--- src/rtl/fifo_stream_drain.sv ---
// fifo_stream_drain: read-side drain stage for the synchronous FIFO.
// Issues FIFO read strobes, captures returned words on the read-done pulse
// and presents them on a valid/ready stream through a 2-entry buffer.
// Optional packet framing on o_m_last is compiled in with `define PKT_LAST_EN.
module fifo_stream_drain #(
  parameter int G_WIDTH   = 8,
  parameter int G_PKT_LEN = 4
) (
  input  logic               i_clk,
  input  logic               i_rst_n,
  input  logic               i_fifo_empty,
  input  logic [G_WIDTH-1:0] i_fifo_data,
  input  logic               i_fifo_rd_done,
  output logic               o_fifo_rd,
  output logic               o_m_valid,
  input  logic               i_m_ready,
  output logic [G_WIDTH-1:0] o_m_data,
  output logic               o_m_last,
  output logic               o_err
);

  logic               r_run;
  logic               r_pending;
  logic               r_err;
  logic [1:0]         r_count;
  logic               r_head;
  logic               r_tail;
  logic [G_WIDTH-1:0] r_buf [2];

  logic               w_pop;
  logic               w_cap;
  logic               w_overrun;
  logic               w_err_evt;
  logic [2:0]         w_level;

  // A beat leaves the buffer whenever the sink accepts the head entry.
  assign w_pop = o_m_valid && i_m_ready;

  // Occupancy the buffer will have once the outstanding read lands and this
  // cycle's pop retires; a new read is allowed only if that leaves a slot.
  assign w_level   = {1'b0, r_count} + {2'b00, r_pending} - {2'b00, w_pop};
  assign o_fifo_rd = r_run && !i_fifo_empty && (w_level < 3'd2);

  // A done pulse with no free slot is dropped; a pulse before the block is
  // running (first cycle after reset release) is also ignored.
  assign w_overrun = i_fifo_rd_done && (r_count == 2'd2) && !w_pop;
  assign w_cap     = i_fifo_rd_done && r_run && !w_overrun;

  // Refused read, unsolicited data, or buffer overrun.
  assign w_err_evt = (r_pending && !i_fifo_rd_done)
                   || (i_fifo_rd_done && !r_pending)
                   || w_overrun;

  assign o_m_valid = (r_count != 2'd0);
  assign o_m_data  = r_buf[r_head];
  assign o_err     = r_err;

  // Run enable, read-in-flight flag and sticky error flag.
  always_ff @(posedge i_clk or negedge i_rst_n) begin
    if (!i_rst_n) begin
      r_run     <= 1'b0;
      r_pending <= 1'b0;
      r_err     <= 1'b0;
    end else begin
      r_run     <= 1'b1;
      r_pending <= o_fifo_rd;
      if (w_err_evt) begin
        r_err <= 1'b1;
      end
    end
  end

  // Buffer pointers and occupancy; capture and pop together keep the count.
  always_ff @(posedge i_clk or negedge i_rst_n) begin
    if (!i_rst_n) begin
      r_head  <= 1'b0;
      r_tail  <= 1'b0;
      r_count <= 2'd0;
    end else begin
      if (w_cap) begin
        r_tail <= ~r_tail;
      end
      if (w_pop) begin
        r_head <= ~r_head;
      end
      if (w_cap && !w_pop) begin
        r_count <= r_count + 2'd1;
      end else if (!w_cap && w_pop) begin
        r_count <= r_count - 2'd1;
      end
    end
  end

  // Buffer storage: returned FIFO word is written at the tail slot.
  always_ff @(posedge i_clk or negedge i_rst_n) begin
    if (!i_rst_n) begin
      for (int i = 0; i < 2; i++) begin
        r_buf[i] <= '0;
      end
    end else if (w_cap) begin
      r_buf[r_tail] <= i_fifo_data;
    end
  end

`ifdef PKT_LAST_EN
  localparam int LP_BEAT_W = (G_PKT_LEN > 1) ? $clog2(G_PKT_LEN) : 1;
  localparam logic [LP_BEAT_W-1:0] LP_LAST_BEAT = LP_BEAT_W'(G_PKT_LEN - 1);

  logic [LP_BEAT_W-1:0] r_beat;

  // Beat position within the packet, advanced on every accepted beat.
  always_ff @(posedge i_clk or negedge i_rst_n) begin
    if (!i_rst_n) begin
      r_beat <= '0;
    end else if (w_pop) begin
      if (r_beat == LP_LAST_BEAT) begin
        r_beat <= '0;
      end else begin
        r_beat <= r_beat + 1'b1;
      end
    end
  end

  assign o_m_last = o_m_valid && (r_beat == LP_LAST_BEAT);
`else
  // Framing not built: last never asserts, whatever the packet length.
  assign o_m_last = (G_PKT_LEN < 1) ? 1'b0 : 1'b0;
`endif

endmodule

--- config.mk ---
export PLATFORM = sky130hd
export DESIGN_NAME = fifo_stream_drain
export DESIGN_NICKNAME = d
export VERILOG_FILES = /design/src/rtl/fifo_stream_drain.sv
export SDC_FILE = /design/constraint.sdc
export NUM_CORES = 1
export LEC_CHECK = 0
export ABC_AREA = 1
export CAP_MARGIN = 0
export CORE_ASPECT_RATIO = 1.25
export CORE_MARGIN = 1.5
export CORE_UTILIZATION = 45
export CTS_CLUSTER_SIZE = 16
export DETAILED_ROUTE_END_ITERATION = 8
export GPL_ROUTABILITY_DRIVEN = 0
export PLACE_DENSITY = 0.8
export SYNTH_ARGS = -nofsm -noshare
export SYNTH_HDL_FRONTEND = slang
export SYNTH_SLANG_ARGS = --single-unit
--- constraint.sdc ---
create_clock -name i_clk -period 6.1 [get_ports i_clk]
set_input_delay 1.22 -clock i_clk [delete_from_list [all_inputs] [get_ports i_clk]]
set_output_delay 1.22 -clock i_clk [all_outputs]
set_load 0.03 [all_outputs]
==> flow_summary.ini <==
[clock_network]
clock_latency_ns = 0.31
clock_path_buffers = 2
cts_tree = yes
postCtsHoldBufs = 0
clock-sinks = 23
post_cts_resized = 0
cts_max_level = 1
path_clk_slew_ns = 0.12
cts_made_buffers = 3
cts_setup_buffers = 0
cts_root_buffer = clkbuf_4

[sta]
finalCriticalPeriod_ns = 5.11
finalSetupViolCount = 0
slew_viol_final = 0
finalCritPeriodShare_pct = 83.7
skew_ns = 0.00330
slew_headroom_pct = 32.2
hold_slack_ns = 0.485
tns_ns = 0
hold_violations = 0
fmax_mhz = 196
worst_slew_pin_slew_ns = 1.01
rsz0062_at_grt = false

[power_and_ir_drop]
powerDensity_nw_per_um2 = 483
power_leakage_nw = 0.717
ir_worst_vdd_mv = 0.242

[global_routing]
antenna_found_initial = 0
grt_pass1_vias = 1023
grt_pass1_wl_mm = 4.47
grt_usage_pct = 20.1
overflow = 0
grt_max_degree = 24

[synth]
ys_seq_elements = 23
ys_warn_count = 0
avgSynthCellArea_um2 = 8.16
seq_area_frac_synth_pct = 49.7
synth-edff-count = 0
synthCells = 142
syn_nets = 158
ys_async_sr_fraction_pct = 100
ys.flop_type = dfrtp_1
synth_top_area_share_pct = 49.7
synth_cell_type_count = 22
synth.area.top_cells = dfrtp_1 50%, nand2_1 22%, nand4_1 9.2%
synth_area_leader_cell = dfrtp_1
synth.cell_area_um2 = 1160

[placed_design]
postPlaceCellArea_um2 = 1380
dp_hpwl_mm = 1.72
dp.cells = 192
portBuffers = 23

[worst_setup_path]
r2r-end = r_pending
reg2reg_depth = 9
cp-endpoint = o_fifo_rd
worstPathArrival_ns = 3.89
critical_path_class = input port to output pin
cp_max_fo = 3
rrSetupSlack_ns = 3.84
worstSetupStartpoint = i_m_ready
cp.required_ns = 4.88
start_kind = input port
worst_setup_path_end_kind = output pin
r2r-start = r_count[1]

[finish]
nets = 180
antennaDiodeCount = 0
final_core_util_pct = 58.0
instances_no_fill = 196
final_area_um2 = 1410
area_growth_pct = 21.6
drive_gt1_share_pct = 4.29

[floorplan]
die_area_um2 = 2890
die_w_um = 48.4
num_rows = 20
die_y_um = 59.7
core_um2 = 2430
initial_core_util_pct = 47.7
ios = 25

[worst_hold_path]
min_from = r_buf[8]
min_path_type = flip-flop to flip-flop

[route]
drt_first_iter_violations = 21
drc = 0
drt_wl_total_mm = 2.47
viasPerCell = 5.24
postRouteAntennaNets = 0
vias = 1028
wl_per_cell_um = 12.6
drt_pass1_iterations = 4

[job]
drv_cap = 0

[outcome]
status = complete, no violations
-- cells in the mapped netlist (2+ instances only) --
cell / number
xor2_1: 2
nand2_1: 68
inv_1: 7
buf_4: 2
buf_2: 2
clkinv_1: 3
buf_6: 2
ha_1: 2
nand4_1: 17
conb_1: 2
nand3_1: 2
dfrtp_1: 23
-- cell families (layout without fill, tap and decap cells) --
logic type / after synthesis / after routing / synth area share [%]
flops: 23 / 23 / 49.7
buf+inv: 17 / 38 / 7.67
fa+ha+maj: 3 / 3 / 3.89
compound gates: 2 / 2 / 1.08
simple gates: 92 / 92 / 34.8
xor+xnor: 3 / 3 / 2.27
other cells: 2 / 2 / 0.648
-- worst max-delay path, cell delays in order --
cell and delay (ns):
clkdlybuf4s50_1 0.42, nand2_1 0.13, inv_1 0.06, ha_1 0.26
or2_2 0.30, fa_1 0.49, nand2_1 0.05, nor3_1 0.23
clkdlybuf4s50_1 0.72
-- routing by layer --
metal / share of wire [%] / up-vias / global-route usage (%) / wire length (um)
met1: 41 / 497 / 24.2 / 1020
li1: - / 495 / - / -
met5: 0 / - / 0 / 0
met2: 53 / 31 / 36.3 / 1300
met3: 4.6 / 5 / 3.00 / 113
met4: 1.6 / 0 / 8.57 / 40
-- state kept, by name, indices dropped and copies added (netlist names) --
register,flops
r_count,2
r_run,1
r_head,1
o_err,1
r_buf,16
r_pending,1
r_tail,1
-- how the worst min path moves through the flow --
stage | endpoint | cells past startpoint
finish | r_buf[8] | 2
global route | r_buf[0] | 2
CTS | r_buf[8] | 2
detailed placement | r_buf[8] | 2
global placement | r_buf[12] | 2
floorplan | r_buf[0] | 2
-- power breakdown --
| group | internal, W | switching, W |
|---|---|---|
| logic | 0.000137 | 0.000206 |
| registers | 0.000214 | 0.0000532 |
| clock network | 0.0000256 | 0.0000451 |
| total | 0.000376 | 0.000304 |
-- area by class of cell --
type / instances / area [um2]
fill: 242 / 1020
sequential: 23 / 576
multi-input combinational: 102 / 494
timing repair buffer: 23 / 230
inverter: 11 / 41.3
tap: 33 / 41.3
clock buffer: 4 / 26.3
-- layout by cell type (no fill, tap or decap) --
master / n
nand2_1: 68
clkdlybuf4s50_1: 23
dfrtp_1: 23
nand4_1: 17
inv_1: 7
clkinv_1: 3
clkbuf_4: 3
xor2_1: 2
nand3_1: 2
ha_1: 2
conb_1: 2
nor2_1: 1
nand2_2: 1
inv_2: 1
or2_2: 1
nor3_1: 1
xnor2_1: 1
nand3_2: 1
a21oi_1: 1
o211ai_1: 1
fa_1: 1
clkbuf_1: 1
-- metrics by stage --
step	total power, W	setup slack, ns
after floorplan	0.000493	1.72
after global placement	0.000601	1.07
after detailed placement	0.000617	1.01
after CTS	0.000687	0.990
after global routing	0.000737	0.865
final	0.000681	0.993
Note: power is estimated with default switching activity, not from simulation.
